`config.mk`:
```
export PLATFORM = sky130hd
export DESIGN_NAME = innerproduct_mac_sched
export DESIGN_NICKNAME = d
export VERILOG_FILES = /design/src/rtl/innerproduct_mac_sched.sv
export SDC_FILE = /design/constraint.sdc
export NUM_CORES = 2
export LEC_CHECK = 0
export CORE_UTILIZATION = 35
export CTS_CLUSTER_SIZE = 30
export DETAILED_ROUTE_END_ITERATION = 8
export SETUP_SLACK_MARGIN = 0.15
export SLEW_MARGIN = 15
export SYNTH_ARGS = -nofsm -noshare
export SYNTH_HDL_FRONTEND = slang
export SYNTH_SLANG_ARGS = --single-unit
```
`constraint.sdc`:
```
create_clock -name clk -period 19.7 [get_ports clk]
set_input_delay 4.925 -clock clk [delete_from_list [all_inputs] [get_ports clk]]
set_output_delay 4.925 -clock clk [all_outputs]
set_load 0.005 [all_outputs]
```
`src/rtl/innerproduct_mac_sched.sv`:
```
// -----------------------------------------------------------------------------
// innerproduct_mac_sched
//
// Purpose:
//   Computes hprime = theta[0] + sum(mask[i] ? x[i]*theta[i] : 0), i=1..NFEAT-1,
//   with a single shared multiply-accumulate unit stepped one feature per cycle.
//   Features come from an external store with a 1-cycle-latency read port.
//   The theta coefficients and the per-feature enable mask can be loaded at
//   runtime while the scheduler is idle. All arithmetic wraps modulo 2^DW.
//
// Ports:
//   clk, rst_n                 clock, synchronous active-low reset
//   theta_we/waddr/wdata       coefficient write port (IDLE only)
//   mask_we/mask_wdata         feature-enable mask write port (IDLE only)
//   cfg_err                    1-cycle pulse when a config write is rejected
//   start, busy                request an inner product / computation in flight
//   feat_rd, feat_addr         feature read strobe and index
//   feat_data                  feature value, valid the cycle after feat_rd
//   hprime, hprime_valid       result and its valid flag
//   hprime_ready               downstream accepts the result
// -----------------------------------------------------------------------------
module innerproduct_mac_sched #(
   parameter int NFEAT = 41,
   parameter int DW    = 32,
   parameter int AW    = 6
) (
   input  logic             clk,
   input  logic             rst_n,
   input  logic             theta_we,
   input  logic [AW-1:0]    theta_waddr,
   input  logic [DW-1:0]    theta_wdata,
   input  logic             mask_we,
   input  logic [NFEAT-1:0] mask_wdata,
   output logic             cfg_err,
   input  logic             start,
   output logic             busy,
   output logic             feat_rd,
   output logic [AW-1:0]    feat_addr,
   input  logic [DW-1:0]    feat_data,
   output logic [DW-1:0]    hprime,
   output logic             hprime_valid,
   input  logic             hprime_ready
);

   typedef enum logic [1:0] {IDLE, RUN, DRAIN, HOLD} state_t;

   // Feature 1 is disabled out of reset; bit 0 is the bias slot and is ignored.
   localparam logic [NFEAT-1:0] MASK_RST = {{(NFEAT-2){1'b1}}, 2'b01};
   localparam logic [AW:0]      NFEAT_W  = (AW+1)'(NFEAT);
   localparam logic [AW-1:0]    LAST_IDX = AW'(NFEAT-1);

   state_t            state_q, state_d;
   logic [AW-1:0]     idx_q, idx_d;
   logic [DW-1:0]     acc_q, acc_d;
   logic [DW-1:0]     hprime_q, hprime_d;
   logic              pend_valid_q, pend_valid_d;
   logic [AW-1:0]     pend_idx_q, pend_idx_d;
   logic              cfg_err_q, cfg_err_d;
   logic [DW-1:0]     theta_q [NFEAT];
   logic [DW-1:0]     theta_d [NFEAT];
   logic [NFEAT-1:0]  mask_q, mask_d;

   logic              cfg_write;
   logic              write_ok;
   logic              addr_bad;
   logic [DW-1:0]     prod;

   // Next-state logic: config writes, FSM sequencing and the MAC pipeline.
   // A read issued in RUN is remembered in pend_* so the product is formed one
   // cycle later when the feature store returns the data.
   always_comb begin
      state_d      = state_q;
      idx_d        = idx_q;
      acc_d        = acc_q;
      hprime_d     = hprime_q;
      pend_valid_d = 1'b0;
      pend_idx_d   = pend_idx_q;
      theta_d      = theta_q;
      mask_d       = mask_q;

      cfg_write = theta_we | mask_we;
      write_ok  = cfg_write && (state_q == IDLE) && !start;
      addr_bad  = ({1'b0, theta_waddr} >= NFEAT_W);
      cfg_err_d = (cfg_write && !write_ok) || (write_ok && theta_we && addr_bad);

      if (write_ok && theta_we && !addr_bad) begin
         theta_d[theta_waddr] = theta_wdata;
      end
      if (write_ok && mask_we) begin
         mask_d = mask_wdata;
      end

      // Product truncated to DW bits; sum wraps.
      prod = feat_data * theta_q[pend_idx_q];
      if (pend_valid_q) begin
         acc_d = acc_q + prod;
      end

      case (state_q)
         IDLE: begin
            if (start) begin
               acc_d   = theta_q[0];
               idx_d   = AW'(1);
               state_d = RUN;
            end
         end
         RUN: begin
            pend_valid_d = mask_q[idx_q];
            pend_idx_d   = idx_q;
            idx_d        = idx_q + AW'(1);
            if (idx_q == LAST_IDX) begin
               state_d = DRAIN;
            end
         end
         DRAIN: begin
            // acc_d already includes the final feature's contribution.
            hprime_d = acc_d;
            state_d  = HOLD;
         end
         HOLD: begin
            if (hprime_ready) begin
               state_d = IDLE;
            end
         end
         default: state_d = IDLE;
      endcase
   end

   // State register with synchronous active-low reset.
   always_ff @(posedge clk) begin
      if (!rst_n) begin
         state_q      <= IDLE;
         idx_q        <= '0;
         acc_q        <= '0;
         hprime_q     <= '0;
         pend_valid_q <= 1'b0;
         pend_idx_q   <= '0;
         cfg_err_q    <= 1'b0;
         mask_q       <= MASK_RST;
         for (int i = 0; i < NFEAT; i++) begin
            theta_q[i] <= '0;
         end
      end else begin
         state_q      <= state_d;
         idx_q        <= idx_d;
         acc_q        <= acc_d;
         hprime_q     <= hprime_d;
         pend_valid_q <= pend_valid_d;
         pend_idx_q   <= pend_idx_d;
         cfg_err_q    <= cfg_err_d;
         mask_q       <= mask_d;
         for (int i = 0; i < NFEAT; i++) begin
            theta_q[i] <= theta_d[i];
         end
      end
   end

   assign busy         = (state_q != IDLE);
   assign hprime_valid = (state_q == HOLD);
   assign feat_rd      = (state_q == RUN) && mask_q[idx_q];
   assign feat_addr    = (state_q == RUN) ? idx_q : '0;
   assign hprime       = hprime_q;
   assign cfg_err      = cfg_err_q;

endmodule

```
---- Word-level counts from Yosys, hierarchy flattened ----
Cells that the tools add are included.
word-level totals
  register bits ........................... 1433
  output and inout bits ................... 42
operators by class
  order comparisons ....................... 5
  reduce and logical (&&, ||, !) cells .... 19
  muxes and demuxes ....................... 18
  bitwise operators ....................... 3
  equality and inequality tests ........... 7
  multiply operators ...................... 1
  add/sub/neg operators ................... 2
operator list
  cell                                                                  count
  1312-bit bitwise mux                                                  1
  32-bit binary-select mux with 6-bit select                            1
  32-bit demux with 6-bit select                                        1
  32-bit 2-to-1 mux                                                     6
  32-bit adder                                                          1
  32-bit by 32-bit multiplier with 32-bit output                        1
  7-bit >= comparator, second input constant                            2
  6-bit inverter with 7-bit output                                      2
  6-bit 2-to-1 mux                                                      2
  6-bit one-hot mux with 2 select lines                                 1
  1-bit logical AND                                                     9
  2-bit one-hot mux with 4 select lines                                 1
  6-bit by 7-bit < comparator with 1-bit output, second input constant  1
  7-bit by 1-bit < comparator with 1-bit output, second input constant  1
  6-bit by 1-bit adder with 6-bit output, second input constant         1
  1-bit binary-select mux with 6-bit select                             1
  6-bit == test, second input constant                                  1
  6-bit >= comparator, second input constant                            1
  2-bit 2-to-1 mux                                                      3
  2-bit == test, second input constant                                  2
  2-bit inequality test, second input constant                          2
  2-bit AND reduction                                                   2
  2-bit nonzero test                                                    2
  1-bit zero test                                                       3
  7 further kinds                                                       7

---- Logic depth before layout (Yosys ltp) ----
  depth in word-level cells ............... 9
  depth in mapped cells ................... 44
  depth with buffers taken out ............ 35

---- Worst setup path before layout ----
OpenSTA, ideal clock, no wires.
  path type ............................... input -> register
  start point ............................. in feat_data[12]
  end point ............................... reg hprime_q[31], in the netlist hprime[31]
  data arrival time ....................... 11.801 ns
  slack ................................... 7.823 ns
  stages on the path ...................... 27
  path buffers ............................ 2
  data required time ...................... 19.624 ns
  cell sequence ........................... clkbuf_1 clkbuf_1 nand2_1 fa_1 inv_1 fa_1 inv_1 fa_1 inv_1 fa_1 inv_1 fa_1 fa_1 fa_1 fa_1 xnor2_1 xnor2_1 xnor2_1 xnor2_1 xnor2_1 xnor2_1 xnor3_1 xnor3_1 xnor3_1 xnor2_1 and2_1 o22ai_1
between the ends
  word-level cells in the longest chain between the ends .. 3
RTL lines
  what                                            RTL line  text
  start, declared                                 39        input logic [DW-1:0] feat_data,
  32-bit by 32-bit multiplier with 32-bit output  94        prod = feat_data * theta_q[pend_idx_q];
  32-bit adder                                    96        acc_d = acc_q + prod;
  32-bit 2-to-1 mux                               95        if (pend_valid_q) begin
  end signal, assigned                            147       hprime_q <= hprime_d;
  end, declared                                   55        logic [DW-1:0] hprime_q, hprime_d;
No other way between the ends.
A chain may end at the register's enable or synchronous reset.

---- Worst setup path in the final report ----
  start point ............................. reg pend_idx_q[0]
  end point ............................... reg acc_q[29]
between the ends
  word-level cells in the longest chain between the ends .. 9
RTL lines
  what                                                        RTL line  text
  start, declared                                             57        logic [AW-1:0] pend_idx_q, pend_idx_d;
  start signal, assigned                                      149       pend_idx_q <= pend_idx_d;
  6-bit inverter with 7-bit output (not written as such) (*)  94
  32-bit binary-select mux with 6-bit select (*)              94
  32-bit 2-to-1 mux (not written as such) (*) (2 in a row)    94
  32-bit by 32-bit multiplier with 32-bit output (*)          94
  32-bit adder (*)                                            96
  32-bit 2-to-1 mux (*)                                       95
  32-bit 2-to-1 mux                                           101       if (start) begin
  32-bit 2-to-1 mux (*)                                       99        case (state_q)
  end signal, assigned                                        134       acc_q <= '0;
  end signal, assigned                                        146       acc_q <= acc_d;
  end, declared                                               54        logic [DW-1:0] acc_q, acc_d;
Mark *: on every way between the ends. The rest lies on a longest branch, timed or not. The select of a mux whose other input is x is not followed.

==> run summary <==
Post-Synth XOR/XNOR Area = 1.03%
clock transition at the registers of the reported paths = 0.06 ns
HPWL after DPL = 177,000 um
worst-path fanout max = 37
Setup Fix Bufs, Post-CTS = 0
Max H-tree Level = 4
Synth cell types = 80
initial core utilization = 35.3%
Worst setup SP type = register
Routed Antenna Nets = 0
CP Class = register to register
Setup crit end kind = register
Ports = 159
number of flops mapped to enable cells by yosys = 0
hold slack final = 0.460 ns
die height = 485 um
Final Util = 39.1%
switch share = 28.2%
final setup fails = 0
Lkg Pwr = 31.9 nW
number of DRC markers in iteration 0 = 6,500
CTS root buffer = clkbuf_16
P per Cell Area = 78.7 mW/mm^2
drt total wl = 285,000 um
post-CTS sizing = 0
RePlAce Congestion = 0.897
Cell Count, Final, Fillers Out = 12,000
P_sw = 2.00 mW
Syn Nets = 9,837
Peak VDD IR = 0.0700 mV
Syn Inst Count = 9,152
All-Layer GR Usage = 23.8%
Seq pwr share = 42.7%
core area = 0.231 sq mm
CP max stage cell = mux2i_1
Clock Tree Buf Depth = 3
Yosys Warn Count = 0
total gr overflow = 0
unrepaired setup endpoints after global routing = no
max frequency = 81.3 MHz
# hold bufs at CTS = 0
TNS Setup = 0 ns
nets = 9,529
largest net degree at the start of global routing = 229
Rel. slew slack = 13.0%
Avg Cell Area, Syn = 8.91 sq um
max-cap viol count = 0
Tcrit/Tclk final = 62.4%
Slew @ Worst Pin = 1.30 ns
TritonCTS clock tree = yes
TritonCTS Buffers = 156
Mapped Area = 0.0815 sq mm
post-synthesis mux area share = 11.0%
vias in the first global route = 64,400
top cell type by total area after synthesis = dfxtp_1
Synth Area in Simple Gates = 18.4%
vias per cell = 5.43
Req. time, crit path = 20.38 ns
placed insts = 11,700
Pint = 5.10 mW
share of cells above drive strength 1 = 9.63%
most used cell, CP = fa_1
first-pass GRT wire length = 422,000 um
compound-gate portion of the synthesized area = 14.9%
CTS sink cnt = 1,433
Fin. Hold Viols = 0
Final Critical Period = 12.30 ns
status = finished clean
drt wl/cell = 23.7 um
Die ar. = 0.235 sq mm
Seq/Total Area, Yosys = 35.2%
Comb power frac = 14.6%
Layout area overhead = 10.7%
worst skew pair latency = 0.80 ns
initial antenna violation count = 21
die width = 485 um
Hold Crit Class = register to register
critical path arrival = 12.98 ns
number of port buffers = 158
Max Slew Vio Count = 0
slowest cell delay on critical path = 0.91 ns
TritonRoute pass-1 iters = 7
Remaining DRCs = 0
Synth top area share = 35.2%
async set or reset register ratio after synthesis = 0%
post-synthesis register bit count = 1,433
cell row count = 176
prevailing post-synth register cell = dfxtp_1
Pwr Total = 7.10 mW
synth top area cells = dfxtp_1, nand2_1, a21boi_0
Post-Synth Adder-Cell Area = 12.7%
clock group share of total power = 42.7%
DR vias = 65,200
largest family of logic cells by synthesized area = simple AND/OR/NAND/NOR gates
final setup skew = 0.0630 ns
worst max-delay path, delay by kind of cell (launching register included):
kind	cells	cell delay [ns]
fa+ha+maj	9	4.33
compound gates	9	1.87
xor+xnor	1	0.15
mux	3	1.68
buf+inv	10	2.78
simple gates	4	0.47
flops	1	0.72
final timing paths:
kind	start	end	depth (start not counted)	slack [ns]
max	pend_idx_q[0]	acc_q[29]	36	7.40
min	theta_q[103]	theta_q[103]	2	0.46
max reg2reg	pend_idx_q[0]	acc_q[29]	36	7.40
min reg2reg	theta_q[103]	theta_q[103]	2	0.46
flip-flops by register name, summed over array words and instances (netlist names):
register and flops:
hprime 32, cfg_err 1, pend_valid_q 1, idx_q 6, pend_idx_q 6, theta_q 1312
state_q 2, acc_q 32, mask_q 41
power by group through the flow:
| stage | Clock (mW) | Sequential [mW] | Combinational (mW) |
|---|---|---|---|
| floorplan | 0 | 3.06 | 0.702 |
| global placement | 0 | 3.10 | 1.02 |
| detailed placement | 0 | 3.10 | 1.04 |
| CTS | 3.07 | 3.03 | 1.04 |
| global route | 3.20 | 3.04 | 1.12 |
| finish | 3.03 | 3.03 | 1.04 |
metrics by stage:
stage          setup slack, ns  cell area (sq um)
2_1_floorplan             7.82              81500
6_report                  7.40              90300
3_3_place_gp              6.86              84900
4_1_cts                   7.39              90200
5_1_grt                   6.64              90300
3_5_place_dp              6.86              84900
cells in the final DEF, fill, tap and decap left out, drive strengths merged, types with 67 or more instances in the layout:
| master | netlist | final |
|---|---|---|
| clkbuf | 702 | 237 |
| dfxtp | 1433 | 1433 |
| mux4 | 340 | 340 |
| fa | 438 | 438 |
| nand2 | 3011 | 3011 |
| inv | 526 | 534 |
| nor2 | 87 | 87 |
| nor2b | 220 | 220 |
| a21boi | 1320 | 1320 |
| ha | 130 | 130 |
| and2 | 100 | 100 |
| nand2b | 78 | 78 |
| mux2i | 113 | 113 |
| buf | 106 | 217 |
| clkdlybuf4s50 | 0 | 125 |
| nand3 | 67 | 67 |
cell type report:
| cell class | instances | area, sq um |
|---|---|---|
| repair buffers | 342 | 2870 |
| clock inverters | 47 | 712 |
| well taps | 3026 | 3790 |
| diodes | 5 | 12.5 |
| inverters | 527 | 1980 |
| clock buffers | 237 | 4610 |
| fillers | 22800 | 141000 |
| multi-input cells | 6384 | 47600 |
| flip-flops and latches | 1433 | 28700 |
synthesized netlist by cell type (6+ instances only):
cell type	number
a21boi_0	1320
a21o_1	16
a21oi_1	58
a221oi_1	12
a22o_1	7
a22oi_1	25
a31oi_1	13
and2_1	99
and3_1	17
buf_1	9
buf_2	33
buf_4	25
buf_6	33
clkbuf_1	702
dfxtp_1	1433
fa_1	438
ha_1	130
inv_1	525
mux2_2	6
mux2i_1	113
mux4_1	29
mux4_2	311
nand2_1	3010
nand2b_1	78
nand3_1	67
nand3b_1	11
nand4_1	8
nor2_1	86
nor2b_1	220
nor3_1	8
nor3b_1	7
o211a_1	41
o211ai_1	6
o21a_1	9
o21ai_0	45
o221ai_1	10
o22ai_1	27
xnor2_1	59
xnor3_1	9
xor2_1	14
per-layer routing:
| metal | GRT usage [%] | vias to the layer above | part of all wire (%) |
|---|---|---|---|
| li1 | - | 29100 | - |
| met1 | 31.6 | 32700 | 42 |
| met2 | 38.0 | 2754 | 46 |
| met3 | 4.63 | 536 | 8.7 |
| met4 | 9.35 | 18 | 4.1 |
| met5 | 0 | - | 0.039 |
kinds of logic after synthesis:
logic type,count (synthesis)
and+or+nand+nor,3641
muxes,459
DFF,1433
AOI/OAI and AO/OA,1634
xor gates and xnor gates,82
adders and majority gates,568
buffers and inverters,1335
(Power assumes the default switching activity.)
